[src/rtl/serial_adder.sv]
// Bit-serial adder: one full adder and a registered carry produce the sum LSB
// first over WIDTH cycles, then the result is presented with a one-cycle done pulse.

module full_adder (
  input  logic a,
  input  logic b,
  input  logic ci,
  output logic s,
  output logic co
);
  assign s  = a ^ b ^ ci;
  assign co = (a & b) | (a & ci) | (b & ci);
endmodule

module serial_adder #(
  parameter int WIDTH = 8
) (
  input  logic             clk,
  input  logic             rst,
  input  logic             start,
  input  logic [WIDTH-1:0] a,
  input  logic [WIDTH-1:0] b,
  input  logic             cin,
  output logic             busy,
  output logic             done,
  output logic [WIDTH-1:0] sum,
  output logic             cout
);

  localparam int CW = $clog2(WIDTH);

  typedef enum logic [1:0] {
    IDLE  = 2'd0,
    SHIFT = 2'd1,
    DONE  = 2'd2
  } state_t;

  state_t           state;
  state_t           state_nx;
  logic [WIDTH-1:0] a_sh;
  logic [WIDTH-1:0] b_sh;
  logic [WIDTH-1:0] sum_sh;
  logic             carry;
  logic [CW-1:0]    cnt;
  logic             fa_sum;
  logic             fa_cout;
  logic             last_bit;

  full_adder u_fa (
    .a  (a_sh[0]),
    .b  (b_sh[0]),
    .ci (carry),
    .s  (fa_sum),
    .co (fa_cout)
  );

  assign last_bit = (cnt == CW'(WIDTH - 1));

  // Next state and status outputs; busy/done depend only on the state register.
  always_comb begin
    state_nx = state;
    busy     = 1'b0;
    done     = 1'b0;
    case (state)
      IDLE: begin
        if (start) state_nx = SHIFT;
      end
      SHIFT: begin
        busy = 1'b1;
        if (last_bit) state_nx = DONE;
      end
      DONE: begin
        done     = 1'b1;
        state_nx = IDLE;
      end
      default: state_nx = IDLE;
    endcase
  end

  always_ff @(posedge clk) begin
    if (rst) begin
      state  <= IDLE;
      a_sh   <= '0;
      b_sh   <= '0;
      sum_sh <= '0;
      carry  <= 1'b0;
      cnt    <= '0;
      sum    <= '0;
      cout   <= 1'b0;
    end else begin
      state <= state_nx;
      case (state)
        IDLE: begin
          if (start) begin
            a_sh  <= a;
            b_sh  <= b;
            carry <= cin;
            cnt   <= '0;
          end
        end
        SHIFT: begin
          sum_sh <= {fa_sum, sum_sh[WIDTH-1:1]};
          a_sh   <= a_sh >> 1;
          b_sh   <= b_sh >> 1;
          carry  <= fa_cout;
          cnt    <= cnt + CW'(1);
          // The final bit goes straight into the result register alongside the carry-out.
          if (last_bit) begin
            sum  <= {fa_sum, sum_sh[WIDTH-1:1]};
            cout <= fa_cout;
          end
        end
        default: ;
      endcase
    end
  end

endmodule
[config.mk]
export PLATFORM = sky130hd
export DESIGN_NAME = serial_adder
export DESIGN_NICKNAME = d
export VERILOG_FILES = /design/src/rtl/serial_adder.sv
export SDC_FILE = /design/constraint.sdc
export NUM_CORES = 1
export LEC_CHECK = 0
export CORE_ASPECT_RATIO = 0.9
export CORE_UTILIZATION = 40
export CTS_CLUSTER_DIAMETER = 200
export CTS_CLUSTER_SIZE = 20
export DETAILED_ROUTE_END_ITERATION = 8
export PLACE_DENSITY = 0.67
export SYNTH_ARGS = -nofsm -noshare
export SYNTH_HDL_FRONTEND = slang
export SYNTH_SLANG_ARGS = --single-unit
[constraint.sdc]
create_clock -name clk -period 3 [get_ports clk]
set_clock_uncertainty 0.15 [all_clocks]
set_input_delay 0.6 -clock clk [delete_from_list [all_inputs] [get_ports clk]]
set_output_delay 0.6 -clock clk [all_outputs]
set_load 0.01 [all_outputs]
# ---- Word level (Yosys, flattened, before mapping)
# Cells that the tools add are included.
dict set report classes {
  n_reduce_logical 5
  bitwise 7
  eq_ne 5
  n_addsub 1
  n_mux 13
}
# operator n
set ops {}
lappend ops {{one-hot mux 8 bit (2 select lines)} 2}
lappend ops {{two-way mux 8 bit} 2}
lappend ops {{one-hot mux 3 bit (2 select lines)} 1}
lappend ops {{AND reduction 2 bit} 3}
lappend ops {{two-way mux 2 bit} 2}
lappend ops {{!= test 2 bit (second input constant)} 2}
lappend ops {{one-hot mux 2 bit (2 select lines)} 1}
lappend ops {{adder 3 x 1 -> 3 bit (second input constant)} 1}
lappend ops {{bitwise AND 1 bit} 3}
lappend ops {{equality test 3 bit (second input constant)} 1}
lappend ops {{two-way mux 1 bit} 3}
lappend ops {{two-way mux 3 bit} 1}
lappend ops {{equality test 2 x 1 -> 1 bit (second input constant)} 1}
lappend ops {{equality test 2 bit (second input constant)} 1}
lappend ops {{zero test 2 bit} 1}
lappend ops {{bitwise OR 1 bit} 2}
lappend ops {{one-hot mux 1 bit (2 select lines)} 1}
lappend ops {{nonzero test 2 bit} 1}
lappend ops {{bitwise XOR 1 bit} 2}
dict set report totals {
  regBits 39
  inputBits 20
  out_inout_bits 11
  elab_cells 39
}

# ---- Logic depth before layout (Yosys ltp)
# Gate-level depths: netlist of run 1.
dict set report logic_depth {
  word_depth 4
  depth_mapped 7
  ltp_nobuf 5
}

# ---- Modules after synthesis
# From an unflattened synthesis of run 1, not the netlist that was laid out.
dict set report unflattened {
  hier_cells 169
  hier_area_um2 1585.3
}
# mod cells_each n_inst seq_area_each_um2 area_per_inst_um2
set modules_own_cells {}
lappend modules_own_cells {serial_adder 168 1 760.7 1565.3}
lappend modules_own_cells {full_adder 1 1 0.0 20.0}

# ---- Worst setup path before layout of run 1
# OpenSTA, ideal clock, no wires.
dict set report synth_timing {
  path_kind {flip-flop to output port}
  from {register state[0]}
  to {output port done}
  slack_ps 1472
  t_arrival_ps 778
  n_path_buf 2
  stages_incl_launch_ff 4
  required_ps 2250
  cell_sequence {dfxtp_1 buf_2 buf_4 nor2b_1}
}
dict set report synth_via {
  elab_chain_cells 2
}
# element line
set synth_lines {}
lappend synth_lines {{start: declaration} 38} ;# state_t state;
lappend synth_lines {{start signal: assignment} 91} ;# state <= state_nx;
lappend synth_lines {{equality test 2 bit} 64} ;# case (state)
lappend synth_lines {{two-way mux 1 bit} 64}
lappend synth_lines {{end: declaration} 25} ;# output logic done,
# Every way passes these cells.

# ---- Worst setup path after layout of run 1
dict set report layout_timing {
  from {register state[1]}
  to {output port busy}
}
dict set report layout_via {
  elab_chain_cells 2
}
# element line
set layout_lines {}
lappend layout_lines {{equality test 2 x 1 -> 1 bit} 64}
lappend layout_lines {{two-way mux 1 bit} 64}
lappend layout_lines {{end: declaration} 24} ;# output logic busy,
# Every way passes these cells.

==> results of run 1 <==
==> worst max path at each step <==
stage / start / to / slack (ps) / cells after the start
4_1_cts: state[1] / busy / 560 / 3
5_1_grt: state[1] / busy / 460 / 3
3_3_place_gp: state[1] / busy / 910 / 3
6_report: state[1] / busy / 560 / 3
3_5_place_dp: state[1] / busy / 880 / 3
2_1_floorplan: state[0] / done / 1470 / 3
==> cell families (layout without fill, tap and decap cells) <==
logic type	count (synthesis)	count (layout)	share of synthesized area, %
adder cells (fa/ha/maj)	3	3	2.87
AND/OR/NAND/NOR	59	59	15.6
buffers and inverters	15	42	5.99
flip-flops	38	38	48.5
AO/OA/AOI/OAI	38	38	16.8
multiplexers	16	16	10.2
==> final cells by class <==
cell class,count,area share (%)
repair buffers,32,16.2
well taps,46,2.95
clock inverters,1,0.257
multi-input cells,116,36.6
inverters,2,0.514
flip-flops and latches,38,39.0
clock buffers,7,4.43
==> routing by layer <==
| metal | wire, microns | up-vias | share of wire, % | track usage (%) |
|---|---|---|---|---|
| met5 | 0 | - | 0 | 0 |
| met4 | 65 | 0 | 2.2 | 8.93 |
| met3 | 138 | 9 | 4.7 | 6.30 |
| met2 | 1340 | 25 | 45 | 24.6 |
| met1 | 1420 | 570 | 48 | 20.2 |
| li1 | - | 628 | - | - |
==> layout by cell type, fill, tap and decap left out, drive strengths merged, types with 2 or more instances in the layout <==
master	instances
a211oi	16
a21oi	16
a22oi	4
buf	2
clkbuf	7
clkdlybuf4s50	30
dfxtp	38
ha	2
inv	2
mux2i	16
nand2	32
nor2	21
==> where the power goes <==
group / internal [mW] / switching, mW / total [mW]
clock: 0.185 / 0.172 / 0.357
combinational: 0.0591 / 0.0572 / 0.116
sequential: 0.528 / 0.0136 / 0.542
==> critical path: stages, from the launching register on <==
cell and delay, ps:
dfxtp_1 360, nand2b_1 310, inv_4 180, clkdlybuf4s50_1 550
==> sequential cells by signal, summed over array words and instances, names as in the netlist <==
name    count
carry       1
sum         8
state       2
sum_sh      7
cnt         3
cout        1
a_sh        8
b_sh        8
==> stage by stage <==
| stage | area (sq um) | cells | worst slack, ps | hold slack (ps) | power (mW) |
|---|---|---|---|---|---|
| 2_1_floorplan | 1570 | 169 | 1470 | 282 | 0.633 |
| 3_3_place_gp | 1860 | 234 | 915 | 293 | 0.665 |
| 3_5_place_dp | 1860 | 234 | 880 | 298 | 0.670 |
| 4_1_cts | 1950 | 242 | 558 | 308 | 1.03 |
| 5_1_grt | 1950 | 242 | 463 | 324 | 1.07 |
| 6_report | 1950 | 242 | 560 | 303 | 1.02 |
==> impl_metrics.py, run 1 <==
metrics = {
    "grt": {
        "grtUsageTotal_pct": 16.4,
        "antenna_found_initial": 0,
        "grt_first_pass_wirelength_microns": 4880,
        "grt_max_degree": 39,
        "grt_pass1_vias": 1095,
        "grt_overflow_total": 0,
    },
    "pwr": {
        "leakagePower_nw": 0.724,
        "vdd_drop_max_uv": 270,
        "cellPowerDensity_mw_per_mm2": 521,
    },
    "synthesis": {
        "yosys_warnings": 0,
        "synthTopCellsByCount": "38 x dfxtp_1, 32 x nand2_1, 21 x nor2_1, 16 x a21oi_1, 16 x mux2i_1",
        "async_reset_ff_share_pct": 0,
        "synth_cell_types": 25,
        "syn-cell-area_sq_mm": 0.00157,
        "ys_ff_latch": 38,
        "yosys.area.top_type": "dfxtp_1",
        "synth_flop_cell": "dfxtp_1",
        "synth.top_cell.area_share_pct": 48.5,
        "syn_nets": 192,
        "synth.avg_cell_area_sq_um": 9.28,
        "synth_seq_area_share_pct": 48.5,
        "synth_cells": 169,
        "yosys-top-cells-area": "dfxtp_1 49%, mux2i_1 10%, nand2_1 7.7%, a211oi_1 7.2%, a21oi_1 5.1%",
        "synth_edf_count": 0,
        "synth_most_common_cell": "dfxtp_1",
    },
    "sta": {
        "fin_crit_ps": 2440,
        "worstMarginPinSlew_ps": 394,
        "final_max_slew_viol_count": 0,
        "slew_headroom_pct": 73.8,
        "grt_setup_unrepaired": "no",
        "period_share_pct": 81.3,
        "max_freq_mhz": 410,
        "setup_viol_count_final": 0,
        "hold_viol_final": 0,
        "setup_tns_ps": 0,
    },
    "route": {
        "drt_pass1_iterations": 4,
        "num_vias": 1232,
        "drtAntennaViolNets": 0,
        "drc": 0,
        "wl_per_cell_microns": 12.2,
        "wl_microns": 2960,
        "drtIter0Drc": 65,
        "viasPerCell": 5.09,
    },
    "worst_setup_path": {
        "endpoint_kind": "output port",
        "criticalPathCategory": "flip-flop to output port",
        "worst_setup_path_start_kind": "flip-flop",
        "crit_fanout": 11,
        "rr_endpoint": "a_sh[1]",
        "arrival_ps": 1690,
        "reg2regPathDepth": 4,
        "timing.rr.start": "state[0]",
        "ff2ff_setup_slack_ps": 1350,
        "cp.required_ps": 2250,
    },
    "finish": {
        "fill_cells": 343,
        "fin_util_pct": 52.2,
        "syn2layout_area_growth_pct": 24.3,
        "regArea_sq_um": 761,
        "multiInputGateArea_sq_um": 713,
        "drive_gt1_share_pct": 7.65,
        "fin_nets": 218,
        "n_antenna_cell": 0,
    },
    "clock_network": {
        "cts_resized": 0,
        "htreeDepth": 2,
        "cts.sinks": 38,
        "clkLatencyLatePin_ps": 290,
        "root_buffer": "clkbuf_8",
        "cts.reportedPaths.clkPinSlew_ps": 70,
        "cts_tree": "built",
        "clockBufferDepth": 2,
        "post_cts_buffers": 0,
        "cts_buffers": 5,
        "ctsHoldBuffers": 0,
    },
    "outcome": {
        "status": "finished clean",
    },
    "place": {
        "numPortBuffers": 30,
        "routabilityCongestion": 0.769,
        "dp_hpwl_microns": 1970,
    },
    "hold_path": {
        "hold_class": "flip-flop to flip-flop",
        "holdCritStartpoint": "sum[2]",
        "hold-path-cell-count": 2,
        "holdPathEnd": "sum[2]",
    },
    "floorplanning": {
        "die_x_microns": 68.0,
        "die_h_microns": 61.4,
        "io_pins": 31,
        "initial_core_util_pct": 42.0,
        "rows": 21,
        "die_area_sq_mm": 0.00417,
        "core_area_sq_mm": 0.00373,
    },
    "run": {
        "drv_cap": 0,
    },
}
(Power assumes the default switching activity.)
==> inputs of run 2 (changes only) <==
==> constraint.sdc (replaced) <==
create_clock -name clk -period 2.5 [get_ports clk]
set_clock_uncertainty 0.15 [all_clocks]
set_input_delay 0.5 -clock clk [delete_from_list [all_inputs] [get_ports clk]]
set_output_delay 0.5 -clock clk [all_outputs]
set_load 0.01 [all_outputs]
==> run 2 against run 1 <==
  * Count of clock-buffer cells in the layout unchanged
  * Worst setup slack got worse by 410 ps
  * Non-clock buffer count rose by 1
  * Hold slack improved by 4.9 ps
  * Cell count is 0.41% higher
  * Critical path depth unchanged
  * Critical path type unchanged
==> impl_metrics.py, run 2 (synthesis results as in run 1) <==
metrics = {
    "outcome": {
        "status": "finished clean",
    },
    "finish": {
        "n_antenna_cell": 0,
        "fin_util_pct": 52.4,
        "reg.largest.list": "a_sh: 8 flops, b_sh: 8 flops, sum: 8 flops",
        "final_common_cell": "dfxtp_1",
        "fin_nets": 219,
        "drive_gt1_share_pct": 8.12,
        "fill_cells": 333,
        "syn2layout_area_growth_pct": 24.7,
        "layout_common_cells": "38 x dfxtp_1, 32 x nand2_1, 30 x clkdlybuf4s50_1",
    },
    "place": {
        "numPortBuffers": 30,
        "routabilityCongestion": 0.788,
        "dp_hpwl_microns": 2170,
    },
    "route": {
        "num_vias": 1244,
        "drtAntennaViolNets": 0,
        "drc": 0,
        "wl_per_cell_microns": 12.7,
        "drt_pass1_iterations": 6,
        "drtIter0Drc": 73,
        "wl_microns": 3090,
        "viasPerCell": 5.12,
    },
    "grt": {
        "grt_pass1_vias": 1203,
        "grtUsageTotal_pct": 16.8,
        "grt_max_degree": 32,
        "grt_overflow_total": 0,
        "grt_first_pass_wirelength_microns": 5020,
        "antenna_found_initial": 0,
    },
    "floorplanning": {
        "die_area_sq_mm": 0.00417,
        "rows": 21,
        "die_h_microns": 61.4,
        "core_area_sq_mm": 0.00373,
        "die_x_microns": 68.0,
        "initial_core_util_pct": 42.0,
        "io_pins": 31,
    },
    "sta": {
        "fin_crit_ps": 2350,
        "grt_setup_unrepaired": "no",
        "final_max_slew_viol_count": 0,
        "slew_headroom_pct": 71.8,
        "period_share_pct": 94.0,
        "setup_tns_ps": 0,
        "setup_viol_count_final": 0,
        "worstMarginPinSlew_ps": 422,
        "hold_viol_final": 0,
        "max_freq_mhz": 425,
    },
    "run": {
        "drv_cap": 0,
    },
    "clock_network": {
        "cts_tree": "built",
        "cts.reportedPaths.clkPinSlew_ps": 70,
        "ctsHoldBuffers": 0,
        "clkLatencyLatePin_ps": 290,
        "clockBufferDepth": 2,
        "cts.sinks": 38,
        "cts_buffers": 5,
        "root_buffer": "clkbuf_8",
        "post_cts_buffers": 0,
        "cts_resized": 0,
        "htreeDepth": 2,
    },
    "worst_setup_path": {
        "worst_setup_path_start_kind": "flip-flop",
        "rr_endpoint": "a_sh[0]",
        "reg2regPathDepth": 4,
        "endpoint_kind": "output port",
        "ff2ff_setup_slack_ps": 850,
        "worstPathCellList": "nand2b_1 -> inv_4 -> clkdlybuf4s50_1",
        "arrival_ps": 1700,
        "cp-startpoint": "state[1]",
        "cp.required_ps": 1850,
        "cpMaxStageDelayCell": "clkdlybuf4s50_1",
        "timing.rr.start": "state[0]",
        "criticalPathCategory": "flip-flop to output port",
        "max_stage_delay_ps": 550,
        "crit_fanout": 11,
        "endpoint": "busy",
    },
    "hold_path": {
        "hold_class": "flip-flop to flip-flop",
    },
    "pwr": {
        "cellPowerDensity_mw_per_mm2": 625,
        "vdd_drop_max_uv": 331,
        "leakagePower_nw": 0.729,
    },
}
run 2: layer usage:
metal,track usage (%),vias to the layer above,part of all wire (%)
li1,-,637,-
met1,19.8,574,48
met2,27.3,25,46
met3,5.00,8,4.3
met4,9.82,0,2.0
met5,0,-,0
run 2: layout make-up:
class	count	area [sq um]	share of cell area [%]
repair buffers	33	323	16.5
clock inverters	1	5.00	0.256
multi-input cells	116	713	36.5
well taps	46	57.6	2.94
inverters	2	10.0	0.512
flip-flops and latches	38	761	38.9
clock buffers	7	86.3	4.41
run 2: report_power, final:
part	internal, mW	switching, mW	total (mW)
clock network	0.222	0.210	0.432
logic	0.0713	0.0680	0.139
registers	0.634	0.0171	0.651
run 2: worst min path at each step:
stage	to	start	cells past startpoint
finish	sum_sh[1]	sum_sh[1]	2
global route	sum[4]	sum[4]	2
CTS	sum_sh[1]	sum_sh[1]	2
detailed placement	sum_sh[1]	sum_sh[1]	2
global placement	sum[1]	sum[1]	2
floorplan	sum[0]	sum_sh[1]	2
run 2: per-stage QoR:
step	worst slack, ps	instance area, sq um	total power [mW]	hold WS (ps)	instances
final	149	1960	1.22	308	243
after global placement	516	1860	0.800	293	235
after CTS	155	1960	1.23	310	243
after global routing	67.1	1960	1.28	333	243
after floorplan	1050	1570	0.760	282	169
after detailed placement	485	1860	0.805	300	235
run 2: critical path, delay by kind of cell, from the launching register on:
| kind | cells | cell delay [ps] |
|---|---|---|
| buffers and inverters | 2 | 730 |
| flip-flops | 1 | 360 |
| AND/OR/NAND/NOR | 1 | 320 |
